[src/rtl/reset_sequencer.sv]
// -----------------------------------------------------------------------------
// reset_sequencer
// Power-up / re-reset controller between the clock CCC and the Murax SoC.
// It waits for a PLL lock that stays high for LOCK_CYCLES cycles, then holds
// both resets for HOLD_CYCLES cycles. It releases the peripheral reset first and
// the core reset STAGGER_CYCLES cycles later. It re-sequences on lock loss, on a
// software request and, as a build option, on a watchdog timeout. It also keeps
// a record of what caused the last sequence.
//
// Build option:
//   RESET_SEQ_WATCHDOG_EN - when defined, builds a 32-bit watchdog that counts
//                           only in RUN. When it is not defined, wdt_kick is
//                           ignored and rst_cause never reads 3.
//
// Ports:
//   clk          in   main clock (CCC GL0)
//   reset        in   synchronous active-high reset, forces WAIT_LOCK
//   pll_lock     in   CCC lock, already synchronised to clk
//   sw_rst_req   in   single-cycle software reset request (honoured in RUN)
//   wdt_kick     in   single-cycle watchdog kick
//   periph_reset out  active-high reset to peripherals
//   core_reset   out  active-high reset to the core
//   ready        out  high only in RUN
//   rst_cause    out  0 power-on, 1 lock loss, 2 software, 3 watchdog
//   state_o      out  current state encoding (debug / LED)
// All outputs are registers loaded from next-state values.
// -----------------------------------------------------------------------------
module reset_sequencer #(
    parameter int unsigned      LOCK_CYCLES    = 1024,
    parameter int unsigned      HOLD_CYCLES    = 256,
    parameter int unsigned      STAGGER_CYCLES = 16,
    parameter longint unsigned  WDT_CYCLES     = 64'd50000000,
    parameter int unsigned      CNT_W          = 16
) (
    input  logic       clk,
    input  logic       reset,
    input  logic       pll_lock,
    input  logic       sw_rst_req,
    input  logic       wdt_kick,
    output logic       periph_reset,
    output logic       core_reset,
    output logic       ready,
    output logic [1:0] rst_cause,
    output logic [2:0] state_o
);

    typedef enum logic [2:0] {
        ST_WAIT_LOCK = 3'd0,
        ST_STABLE    = 3'd1,
        ST_HOLD      = 3'd2,
        ST_PERIPH    = 3'd3,
        ST_RUN       = 3'd4
    } state_e;

    localparam logic [1:0] CAUSE_POR  = 2'd0;
    localparam logic [1:0] CAUSE_LOCK = 2'd1;
    localparam logic [1:0] CAUSE_SW   = 2'd2;
    localparam logic [1:0] CAUSE_WDT  = 2'd3;

    // Terminal counts: the counter is compared against N-1 so that N cycles are
    // spent in the state, and N = 1 means exactly one cycle.
    localparam logic [CNT_W-1:0] LOCK_LAST = CNT_W'(LOCK_CYCLES - 1);
    localparam logic [CNT_W-1:0] HOLD_LAST = CNT_W'(HOLD_CYCLES - 1);
    localparam logic [CNT_W-1:0] STAG_LAST = CNT_W'(STAGGER_CYCLES - 1);
    localparam logic [CNT_W-1:0] CNT_ZERO  = {CNT_W{1'b0}};
    localparam logic [CNT_W-1:0] CNT_ONE   = {{(CNT_W-1){1'b0}}, 1'b1};
    localparam logic [31:0]      WDT_LAST  = 32'(WDT_CYCLES - 64'd1);

    state_e           state_q, state_d;
    logic [CNT_W-1:0] cnt_q, cnt_d;
    logic [1:0]       cause_q, cause_d;
    logic             periph_q, periph_d;
    logic             core_q, core_d;
    logic             ready_q, ready_d;
    logic             wdt_timeout_s;

`ifdef RESET_SEQ_WATCHDOG_EN
    logic [31:0] wdt_q, wdt_d;

    // Watchdog terminal condition: a kick in the terminal cycle prevents the timeout.
    always_comb begin
        wdt_timeout_s = (state_q == ST_RUN) && !wdt_kick && (wdt_q == WDT_LAST);
    end

    // The watchdog counts only while RUN is held and clears on a kick or on any other state.
    always_comb begin
        wdt_d = 32'd0;
        if ((state_q == ST_RUN) && (state_d == ST_RUN)) begin
            if (wdt_kick) begin
                wdt_d = 32'd0;
            end else begin
                wdt_d = wdt_q + 32'd1;
            end
        end else begin
            wdt_d = 32'd0;
        end
    end

    // Watchdog counter register.
    always_ff @(posedge clk) begin
        if (reset) begin
            wdt_q <= 32'd0;
        end else begin
            wdt_q <= wdt_d;
        end
    end
`else
    logic [1:0] unused_wdt_s;

    // Without the watchdog, the kick input and the timeout constant go unused.
    always_comb begin
        unused_wdt_s  = {wdt_kick, WDT_LAST[0]};
        wdt_timeout_s = 1'b0;
    end
`endif

    // State, counter, cause and output registers.
    always_ff @(posedge clk) begin
        if (reset) begin
            state_q  <= ST_WAIT_LOCK;
            cnt_q    <= CNT_ZERO;
            cause_q  <= CAUSE_POR;
            periph_q <= 1'b1;
            core_q   <= 1'b1;
            ready_q  <= 1'b0;
        end else begin
            state_q  <= state_d;
            cnt_q    <= cnt_d;
            cause_q  <= cause_d;
            periph_q <= periph_d;
            core_q   <= core_d;
            ready_q  <= ready_d;
        end
    end

    // Next-state logic. The event priority is lock loss, then software request,
    // then watchdog.
    always_comb begin
        state_d = state_q;
        cnt_d   = CNT_ZERO;
        cause_d = cause_q;
        case (state_q)
            ST_WAIT_LOCK: begin
                if (pll_lock) begin
                    state_d = ST_STABLE;
                end else begin
                    state_d = ST_WAIT_LOCK;
                end
            end
            ST_STABLE: begin
                // The core is still in reset here, so a lock drop does not count as a new cause.
                if (!pll_lock) begin
                    state_d = ST_WAIT_LOCK;
                end else if (cnt_q == LOCK_LAST) begin
                    state_d = ST_HOLD;
                end else begin
                    cnt_d = cnt_q + CNT_ONE;
                end
            end
            ST_HOLD: begin
                if (!pll_lock) begin
                    state_d = ST_WAIT_LOCK;
                    cause_d = CAUSE_LOCK;
                end else if (cnt_q == HOLD_LAST) begin
                    state_d = ST_PERIPH;
                end else begin
                    cnt_d = cnt_q + CNT_ONE;
                end
            end
            ST_PERIPH: begin
                if (!pll_lock) begin
                    state_d = ST_WAIT_LOCK;
                    cause_d = CAUSE_LOCK;
                end else if (cnt_q == STAG_LAST) begin
                    state_d = ST_RUN;
                end else begin
                    cnt_d = cnt_q + CNT_ONE;
                end
            end
            ST_RUN: begin
                if (!pll_lock) begin
                    state_d = ST_WAIT_LOCK;
                    cause_d = CAUSE_LOCK;
                end else if (sw_rst_req) begin
                    state_d = ST_HOLD;
                    cause_d = CAUSE_SW;
                end else if (wdt_timeout_s) begin
                    state_d = ST_HOLD;
                    cause_d = CAUSE_WDT;
                end else begin
                    state_d = ST_RUN;
                end
            end
            default: begin
                state_d = ST_WAIT_LOCK;
            end
        endcase
    end

    // Output decode from next state, so the outputs change on the same edge as the state.
    always_comb begin
        periph_d = 1'b1;
        core_d   = 1'b1;
        ready_d  = 1'b0;
        case (state_d)
            ST_PERIPH: begin
                periph_d = 1'b0;
            end
            ST_RUN: begin
                periph_d = 1'b0;
                core_d   = 1'b0;
                ready_d  = 1'b1;
            end
            default: begin
                periph_d = 1'b1;
                core_d   = 1'b1;
                ready_d  = 1'b0;
            end
        endcase
    end

    assign periph_reset = periph_q;
    assign core_reset   = core_q;
    assign ready        = ready_q;
    assign rst_cause    = cause_q;
    assign state_o      = state_q;

endmodule

[config.mk]
export PLATFORM = sky130hd
export DESIGN_NAME = reset_sequencer
export DESIGN_NICKNAME = d
export VERILOG_FILES = /design/src/rtl/reset_sequencer.sv
export SDC_FILE = /design/constraint.sdc
export NUM_CORES = 1
export LEC_CHECK = 0
export BUFFER_PORTS_ARGS = -buffer_cell sky130_fd_sc_hd__buf_2
export CAP_MARGIN = 15
export CORE_MARGIN = 4
export CORE_UTILIZATION = 25
export CTS_BUF_LIST = sky130_fd_sc_hd__clkbuf_8
export DETAILED_ROUTE_END_ITERATION = 16
export GPL_ROUTABILITY_DRIVEN = 0
export MAX_ROUTING_LAYER = met4
export SYNTH_ARGS = -nofsm -noshare
export SYNTH_HDL_FRONTEND = slang
export SYNTH_SLANG_ARGS = --single-unit
[constraint.sdc]
create_clock -name clk -period 2.1 [get_ports clk]
set_input_delay 0.21 -clock clk [delete_from_list [all_inputs] [get_ports clk]]
set_output_delay 0.21 -clock clk [all_outputs]
set_load 0.01 [all_outputs]
# Word-level counts from Yosys, hierarchy flattened
# Index checks and enable logic that the tools add are counted.
totals:
  reg_bits: 24
  inputBits: 5
  output_inout_bits: 8
classes:
  n_addsub: 1
  n_eq_ne: 11
  muxes: 24
  n_reduce_logical: 5
ops:
  columns: ["op", "n"]
  rows:
  - ["2-to-1 mux 16 bit", 6]
  - ["case mux 16 bit (3 select lines)", 1]
  - ["2-to-1 mux 3 bit", 8]
  - ["adder 16 x 1 -> 16 bit (second input constant)", 1]
  - ["equality test 16 x 10 -> 1 bit (second input constant)", 1]
  - ["equality test 16 x 4 -> 1 bit (second input constant)", 1]
  - ["equality test 16 x 8 -> 1 bit (second input constant)", 1]
  - ["case mux 3 bit (5 select lines)", 1]
  - ["equality test 3 x 2 -> 1 bit (second input constant)", 3]
  - ["equality test 3 bit (second input constant)", 2]
  - ["2-to-1 mux 2 bit", 3]
  - ["2-to-1 mux 1 bit", 4]
  - ["case mux 2 bit (2 select lines)", 1]
  - ["OR reduction 2 bit", 2]
  - ["equality test 3 x 1 -> 1 bit (second input constant)", 1]
  - ["zero test 3 bit", 1]
  - ["!= test 3 bit (second input constant)", 1]
  - ["AND reduction 3 bit", 1]
  - ["!= test 2 bit (second input constant)", 1]
  - ["nonzero test 2 bit", 1]

# Logic depth before layout (Yosys ltp)
# Gate-level depths: netlist of the first run.
logic_depth:
  depth_word: 7
  depth_mapped: 7

# Worst setup path after synthesis of the first run
# No wires, ideal clock.
synth_timing:
  path_kind: "register -> register"
  start: "register cnt_q[0]"
  end: "register cnt_q[0]"
  setup_ps: 124
  t_arrival_ps: 1510
  slack_ps: 465
  stages_incl_launch_ff: 8
  n_path_buf: 2
  path_cell_list: "dfxtp_1 > ha_1 > nand4_1 > and4b_1 > nand4bb_1 > buf_6 > buf_4 > a31oi_1"
synth_between:
  elab_chain_cells: 4
synth_lines:
  columns: ["element", "line", "rtl"]
  rows:
  - ["start: declaration", "70", "logic [CNT_W-1:0] cnt_q, cnt_d;"]
  - ["start signal: assignment", "128", "cnt_q <= cnt_d;"]
  - ["adder 16 x 1 -> 16 bit, or another cell as far along", "157, 167, 177", null]
  - ["2-to-1 mux 16 bit, on equally long branches", "174, 154, 164", null]
  - ["2-to-1 mux 16 bit, on equally long branches", "171, 152, 161", null]
  - ["case mux 16 bit (3 select lines) *", "142", "case (state_q)"]
# Every way passes the cells marked *; elsewhere a longest branch is shown, timed or not.
# A chain may end at the register's enable or synchronous reset.

# Worst setup path after layout of the first run
layout_timing:
  start: "register cnt_q[0]"
  end: "register state_q[1] (netlist: state_o[1])"
layout_between:
  elab_chain_cells: 4
layout_lines:
  columns: ["element", "line", "rtl"]
  rows:
  - ["equality test 16 x 4 -> 1 bit, or another cell as far along", "174", "end else if (cnt_q == STAG_LAST) begin"]
  - ["2-to-1 mux 3 bit, on equally long branches", "174, 154, 164", null]
  - ["2-to-1 mux 3 bit, on equally long branches", "171, 152, 161", null]
  - ["case mux 3 bit (5 select lines) *", "142", null]
  - ["end signal: assignment", "127", "state_q <= state_d;"]
  - ["end: declaration", "69", "state_e state_q, state_d;"]
# Marks and branches as above.

==> summary.txt, run 1 <==
Starting Density -> 0.267
final std cells w/o fill -> 195
RSZ-0062 raised after global routing -> no
Worst setup EP type -> flip-flop
Placed Instance Area -> 1330 um^2
layout cells sized above 1 -> 0.217
hold crit path type -> in2reg
vias per inst -> 5.20
CTS clk-pin slew, worst paths -> 0.08 ns
drt drc -> 0
# port buffers -> 11
Worst-Skew Late Latency -> 0.26 ns
Setup Viol. Count Final -> 0
worst slew pin tran -> 0.377 ns
Seq cells post-synth -> 24
Fmax -> 569 MHz
Num CTS Buffers -> 3
fraction of the mapped netlist area in adder cells -> 0.0104
Req. time, crit path -> 2.25 ns
crit-path max FO -> 5
Clock Tree Buf Depth -> 2
Crit Path Class -> reg2reg
post-CTS setup buffer count -> 0
largest net degree at the start of global routing -> 17
Slew Limit Fails -> 0
Post-DRT Antenna Nets -> 0
first-pass GRT wire length -> 4440 um
multi-input logic area -> 681 um^2
I/O pin total -> 13
YS warnings -> 0
n_diodes -> 0
Fin Clk Skew -> 0.00282 ns
Synth Area in Simple Gates -> 0.297
Synth Cell Area -> 1200 um^2
leakage -> 0.455 nW
ys flop type -> dfxtp_1
number of global-route vias before repair -> 961
status -> completed
Syn Nets -> 134
Syn Inst Count -> 128
Die W -> 77.3 um
MaxCap Viol Count -> 0
power per cell area -> 539 nW/um^2
setup TNS -> 0 ns
mux contribution to synthesized area -> 0
final hold viol count -> 0
worst slack at placement -> 0.369 ns
dpl hpwl -> 1780 um
register area share after synthesis -> 0.400
Clock Sinks -> 24
period utilization -> 0.837
routed len/inst -> 12.8 um
peak supply drop -> 0.000172 V
CTS-repair resized insts -> 0
1st-iter DRT viols -> 87
FP Rows -> 24
Cells after DPL -> 192
number of enable flip-flop cells after synthesis -> 0
largest family of logic cells by synthesized area -> simple AND/OR/NAND/NOR gates
Fill cells -> 473
initial antenna violation count -> 0
Rel. slew slack -> 0.748
Synth Area in Compound Gates -> 0.194
minimum clock period -> 1.76 ns
Reg area -> 480 um^2
Layout area overhead -> 14.2%
net count reported at finish -> 151
Critical Path AT -> 1.91 ns
min setup slack post-route -> 0.342 ns
minimum hold slack -> 0.151 ns
asr flop ratio synth -> 0
post-synthesis xor/xnor area fraction -> 0.0656
final instance area -> 1370 um^2
Die Span Y -> 77.3 um
H-tree levels -> 1
DRT Pass-1 Iters -> 4
Routed Wire Length -> 2490 um
unique cell type count in the Yosys netlist -> 44
Syn Area/Cell -> 9.38 um^2
routed vias -> 1014
CTS tree -> done
full die area -> 5980 um^2
core area -> 4500 um^2
Root Driver -> clkbuf_8
CTS Hold Bufs -> 0
grt ovf -> 0
CP startpoint kind -> flip-flop
All-Layer GR Usage -> 0.0923
==> metrics by stage <==
step                      power, W  utilization
final                     0.000740        0.304
after global routing      0.000773        0.304
after CTS                 0.000750        0.304
after detailed placement  0.000486        0.295
after global placement    0.000485        0.295
after floorplan           0.000476            -
==> final timing paths <==
kind                                endpoint    startpoint  cells past startpoint  slack [ns]
worst min-delay path            rst_cause[1]         reset                      2        0.15
worst max-delay path              state_o[1]      cnt_q[0]                      5        0.34
worst min register to register  rst_cause[1]  rst_cause[1]                      2        0.48
worst max register to register    state_o[1]      cnt_q[0]                      5        0.34
==> logic make-up (layout without fill, tap and decap cells) <==
| logic type | after synthesis | count (layout) |
|---|---|---|
| and+or+nand+nor | 54 | 54 |
| adders and majority gates | 1 | 1 |
| AOI/OAI and AO/OA | 33 | 33 |
| buffers and inverters | 7 | 22 |
| DFF | 24 | 24 |
| xor gates and xnor gates | 9 | 9 |
==> report_power, final <==
group | switching (W) | total [W] | leakage [nW] | internal (W)
registers | 0.00000190 | 0.000458 | 0.194 | 0.000456
logic | 0.0000104 | 0.0000173 | 0.240 | 0.00000690
clock network | 0.000137 | 0.000265 | 0.0216 | 0.000128
total | 0.000149 | 0.000740 | 0.455 | 0.000591
==> registers in the layout, indices dropped and copies added, names as in the netlist <==
name	cells
cnt_q	16
core_reset	1
periph_reset	1
ready	1
rst_cause	2
state_o	3
==> Yosys cell counts (2+ instances only) <==
master	count	area, um^2
a32oi_1	5	43.8
xnor2_1	5	43.8
nor2_1	5	18.8
nand3_1	8	40.0
nor4_1	3	18.8
dfxtp_1	24	480
a21oi_1	3	15.0
o21ai_0	5	25.0
a31oi_1	11	68.8
o21a_1	2	15.0
buf_2	2	10.0
inv_1	2	7.51
o31ai_1	3	22.5
or4_1	2	15.0
nor3_1	4	20.0
nand4_1	5	31.3
and3_1	2	12.5
xor2_1	4	35.0
nand2_1	5	18.8
nor2b_1	3	18.8
or3_1	2	12.5
==> critical path: stages, from the launching register on <==
cell and delay (ns):
dfxtp_1 0.42, ha_1 0.26, and3_1 0.24, nand4_1 0.16, and2_1 0.20, o41a_1 0.37
==> layout make-up <==
class	count	share of cell area
Tap cell	52	0.0474
Multi-Input combinational cell	97	0.496
Clock buffer	3	0.0301
Inverter	3	0.00821
Timing Repair Buffer	16	0.0675
Sequential cell	24	0.350
==> metal layers <==
metal	wire, um	up-vias	part of all wire	global-route usage
met1	1350	473	0.54	0.122
li1	-	532	-	-
met3	63	4	0.025	0.0234
met2	1040	5	0.42	0.134
met4	43	0	0.017	0.0374
met5	0	-	0	-
==> cell usage in the layout (no fill, tap or decap), types with 3 or more instances in the layout <==
cell type,synthesis,layout
xor2_1,4,4
o31ai_1,3,3
buf_2,2,11
nand4_1,5,5
o21ai_0,5,5
nand2_1,5,5
a21oi_1,3,3
nor2b_1,3,3
nor4_1,3,3
buf_4,1,5
clkbuf_8,0,3
nor3_1,4,4
dfxtp_1,24,24
a31oi_1,11,11
xnor2_1,5,5
nand3_1,8,8
nor2_1,5,5
a32oi_1,5,5
(Power assumes the default switching activity.)
==> run 2: changes to the inputs <==
==> constraint.sdc (replaced) <==
create_clock -name clk -period 1.6 [get_ports clk]
set_input_delay 0.16 -clock clk [delete_from_list [all_inputs] [get_ports clk]]
set_output_delay 0.16 -clock clk [all_outputs]
set_load 0.01 [all_outputs]
==> run 2 against run 1 <==
Die area did not move. Flip-flop and latch count is the same. Non-clock buffer count up 14. Core utilization is 3.7 points higher. Largest cell class unchanged. Cell count grew 7.2%. Via count rose by 6.7%. Sequential power rose by 30%. Wire length grew 8.6%. Power increased by 32%.
==> summary.txt, run 2 (synthesis gave the netlist of run 1 again) <==
Fin Clk Skew -> 0.00172 ns
n_diodes -> 0
full die area -> 5980 um^2
Largest Register -> cnt_q
Psw -> 0.000200 W
core area -> 4500 um^2
Req. time, crit path -> 1.79 ns
first-pass GRT wire length -> 4390 um
Critical Path AT -> 1.73 ns
Routed Wire Length -> 2700 um
Slew Limit Fails -> 0
Root Driver -> clkbuf_8
Internal -> 0.000773 W
number of global-route vias before repair -> 943
Starting Density -> 0.267
crit-path max FO -> 5
Worst setup EP type -> flip-flop
CTS tree -> done
clock share of power -> 0.360
sequential power share -> 0.614
largest net degree at the start of global routing -> 13
slowest stage delay, CP -> 0.50 ns
CP startpoint kind -> flip-flop
Post-DRT Antenna Nets -> 0
Crit-path slowest cell -> or4_1
FP Rows -> 24
# port buffers -> 11
post-CTS setup buffer count -> 0
Worst-Skew Late Latency -> 0.26 ns
Setup Viol. Count Final -> 0
net count reported at finish -> 165
Fill cells -> 471
Rel. slew slack -> 0.771
Num CTS Buffers -> 3
commonest non-fill, non-tap cell in the layout -> buf_4
I/O pin total -> 13
CP top delay family -> simple AND/OR/NAND/NOR gates
H-tree levels -> 1
final hold viol count -> 0
r2r setup slk -> 0.06 ns
peak supply drop -> 0.000558 V
Clock Sinks -> 24
minimum clock period -> 1.54 ns
CTS-repair resized insts -> 1
All-Layer GR Usage -> 0.0905
period utilization -> 0.965
Die W -> 77.3 um
switch share -> 0.206
minimum hold slack -> 0.107 ns
status -> completed
most frequent cells in the layout -> 19 x buf_4, 18 x dfxtp_1, 11 x a31oi_1, 11 x buf_2, 8 x nand3_1
dpl hpwl -> 1970 um
leakage -> 0.540 nW
drt drc -> 0
worst slew pin tran -> 0.342 ns
vias per inst -> 5.18
Fmax -> 648 MHz
MaxCap Viol Count -> 0
worst slack at placement -> 0.0160 ns
Reg2Reg Depth -> 5
CP Cell Sequence -> ha_4 > nand4_1 > buf_4 > or4_1 > a32oi_1
routed vias -> 1082
Clock Tree Buf Depth -> 2
number of flip-flops in the largest register -> 16
Layout area overhead -> 28.0%
Crit Path Class -> reg2reg
initial antenna violation count -> 0
combinational power share -> 0.026
worst r2r src -> cnt_q[1]
grt ovf -> 0
power per cell area -> 633 nW/um^2
CTS Hold Bufs -> 0
hold crit path type -> in2reg
min setup slack post-route -> 0.0562 ns
worst path buffer plus inverter count -> 1
WHS Path Cells -> 2
Die Span Y -> 77.3 um
CTS clk-pin slew, worst paths -> 0.08 ns
1st-iter DRT viols -> 65
Hold Crit Endpoint -> rst_cause[1]
HP Start -> reset
layout cells sized above 1 -> 0.363
routed len/inst -> 12.9 um
DRT Pass-1 Iters -> 4
R2R Path End -> cnt_q[14]
run 2: per-layer routing:
metal / wire, um / GRT usage
met4: 15 / 0.0160
met5: 0 / -
met1: 1340 / 0.117
met3: 83 / 0.0234
met2: 1260 / 0.143
run 2: final cells by class:
class,count,area (um^2),share of cell area
sequential,24,493,0.321
tap,52,65.1,0.0423
inverter,3,11.3,0.00732
clock buffer,3,41.3,0.0269
multi-input combinational,97,729,0.474
timing repair buffer,30,198,0.129
run 2: worst max path at each step:
stage,cells past startpoint,end,start
after floorplan,7,cnt_q[0],cnt_q[0]
after global placement,4,state_o[1],cnt_q[10]
after detailed placement,4,state_o[1],cnt_q[10]
after CTS,4,state_o[1],cnt_q[10]
after global routing,4,state_o[1],cnt_q[8]
final,5,cnt_q[14],cnt_q[1]
run 2: stage by stage:
step | instances | instance area, um^2 | util | setup TNS [ns] | total power [W]
2_1_floorplan | 128 | 1210 | - | 0 | 0.000625
3_3_place_gp | 206 | 1440 | 0.320 | 0 | 0.000639
3_5_place_dp | 206 | 1440 | 0.320 | 0 | 0.000639
4_1_cts | 209 | 1490 | 0.331 | 0 | 0.000996
5_1_grt | 209 | 1540 | 0.341 | -0.0128 | 0.00101
6_report | 209 | 1540 | 0.341 | 0 | 0.000974
run 2: worst register-to-register path, delay by kind of cell (launching register included):
kind	cells	cell delay (ns)
AND/OR/NAND/NOR	2	0.59
buffers and inverters	1	0.17
adder cells (fa/ha/maj)	1	0.16
flip-flops	1	0.38
AO/OA/AOI/OAI	1	0.17
run 2: power by group through the flow:
stage	clock [W]	combinational, W	sequential [W]
3_5_place_dp	0	0.0000239	0.000615
2_1_floorplan	0	0.0000104	0.000615
4_1_cts	0.000371	0.0000241	0.000601
3_3_place_gp	0	0.0000239	0.000615
5_1_grt	0.000385	0.0000283	0.000598
6_report	0.000351	0.0000251	0.000597
==> run 3: changes to the inputs <==
==> constraint.sdc (replaced) <==
create_clock -name clk -period 1.2 [get_ports clk]
set_input_delay 0.12 -clock clk [delete_from_list [all_inputs] [get_ports clk]]
set_output_delay 0.12 -clock clk [all_outputs]
set_load 0.01 [all_outputs]
==> run 3 against run 2 <==
The run now ends with negative setup slack left. First-iteration DRC count decreased by 34%. Register-to-register slack got worse by 0.39 ns. Cell count increased by 13%. Wire length increased by 19%. Power increased by 61%. Largest cell class unchanged.
==> summary.txt, run 3 (synthesis gave the netlist of run 1 again) <==
worst r2r src -> cnt_q[1]
CTS Hold Bufs -> 0
hold crit path type -> in2reg
Clock Sinks -> 24
status -> complete, but fails checks
final instance area -> 1950 um^2
WHS Path Cells -> 2
Slew Limit Fails -> 0
Reg2Reg Depth -> 5
# port buffers -> 11
dpl hpwl -> 2130 um
Worst-Skew Late Latency -> 0.27 ns
RSZ-0062 raised after global routing -> yes
FP Rows -> 24
Crit Path Class -> reg2reg
core area -> 4500 um^2
CP startpoint kind -> flip-flop
min setup slack post-route -> -0.334 ns
1st-iter DRT viols -> 43
number of flip-flops in the largest register -> 16
Die Span Y -> 77.3 um
Fin Clk Skew -> 0.00792 ns
Routed Wire Length -> 3220 um
Post-DRT Antenna Nets -> 0
Fmax -> 652 MHz
Req. time, crit path -> 1.36 ns
period utilization -> 1.28
All-Layer GR Usage -> 0.110
crit-path max FO -> 4
routed vias -> 1235
minimum clock period -> 1.53 ns
Rel. slew slack -> 0.744
grt ovf -> 0
CTS tree -> done
Worst setup EP type -> flip-flop
Largest Register -> cnt_q
leakage -> 0.733 nW
commonest non-fill, non-tap cell in the layout -> buf_4
Hold Crit Endpoint -> rst_cause[1]
number of global-route vias before repair -> 1158
layout cells sized above 1 -> 0.565
DRT Pass-1 Iters -> 4
worst slew pin tran -> 0.383 ns
final hold viol count -> 0
Layout area overhead -> 62.4%
vias per inst -> 5.23
Root Driver -> clkbuf_8
I/O pin total -> 13
setup TNS -> -4.89 ns
R2R Path End -> state_o[1]
Die W -> 77.3 um
MaxCap Viol Count -> 0
HP Start -> reset
full die area -> 5980 um^2
r2r setup slk -> -0.33 ns
largest net degree at the start of global routing -> 17
peak supply drop -> 0.000608 V
Critical Path AT -> 1.69 ns
initial antenna violation count -> 0
failing checks -> negative setup slack
drt drc -> 0
n_diodes -> 0
power per cell area -> 802 nW/um^2
first-pass GRT wire length -> 5310 um
H-tree levels -> 1
Placed Instance Area -> 1660 um^2
Num CTS Buffers -> 3
Setup Viol. Count Final -> 22
CTS clk-pin slew, worst paths -> 0.09 ns
routed len/inst -> 13.7 um
most frequent cells in the layout -> 40 x buf_4, 11 x dfxtp_1, 11 x buf_2
Clock Tree Buf Depth -> 2
Starting Density -> 0.267
net count reported at finish -> 191
-- run 3: critical path: stages, from the launching register on --
cell and delay, ns:
dfxtp_4 0.38, ha_4 0.15, and3_4 0.17, nand4_1 0.15
and2_4 0.21, o41a_1 0.36
-- run 3: repair_timing --
action / 4_1_cts / 5_1_grt
setup buffers: 2 / 3
pin swaps: 17 / 7
gates resized for setup: 24 / 19
setup endpoints to repair: 22 / 23
-- run 3: how the worst max path moves through the flow --
stage / startpoint / end / slack (ns) / cells after the start
after floorplan: cnt_q[1] / cnt_q[0] / -0.30 / 7
after global placement: cnt_q[9] / state_o[1] / -0.35 / 4
after detailed placement: cnt_q[8] / state_o[1] / -0.40 / 4
after CTS: cnt_q[0] / state_o[1] / -0.32 / 6
after global routing: cnt_q[15] / state_o[1] / -0.42 / 4
final: cnt_q[1] / state_o[1] / -0.33 / 5
-- run 3: per-layer routing --
metal  share of wire  GRT usage  vias up
met5               0          -        -
met4          0.0096     0.0285        0
met3           0.032     0.0269        4
met2            0.47      0.174       20
met1            0.49      0.140      598
li1                -          -      613
-- run 3: area by class of cell --
class | count | area, um^2
flip-flops and latches | 24 | 507
clock inverters | 1 | 30.0
fillers | 433 | 2550
clock buffers | 3 | 41.3
repair buffers | 56 | 433
multi-input cells | 97 | 863
well taps | 52 | 65.1
inverters | 3 | 11.3
-- run 3: per-stage QoR --
step	util	instances	power, W	hold slack, ns	worst slack, ns
2_1_floorplan	-	128	0.000830	0.189	-0.301
3_3_place_gp	0.368	229	0.000860	0.338	-0.352
3_5_place_dp	0.368	229	0.000860	0.339	-0.403
4_1_cts	0.407	234	0.00159	0.0492	-0.316
5_1_grt	0.433	236	0.00162	0.0562	-0.418
6_report	0.433	236	0.00157	0.0542	-0.334
-- run 3: power breakdown --
part	internal (W)	switching [W]	leakage, nW
clock network	0.000446	0.000275	0.0357
logic	0.0000259	0.0000265	0.496
registers	0.000789	0.00000249	0.201
total	0.00126	0.000304	0.733
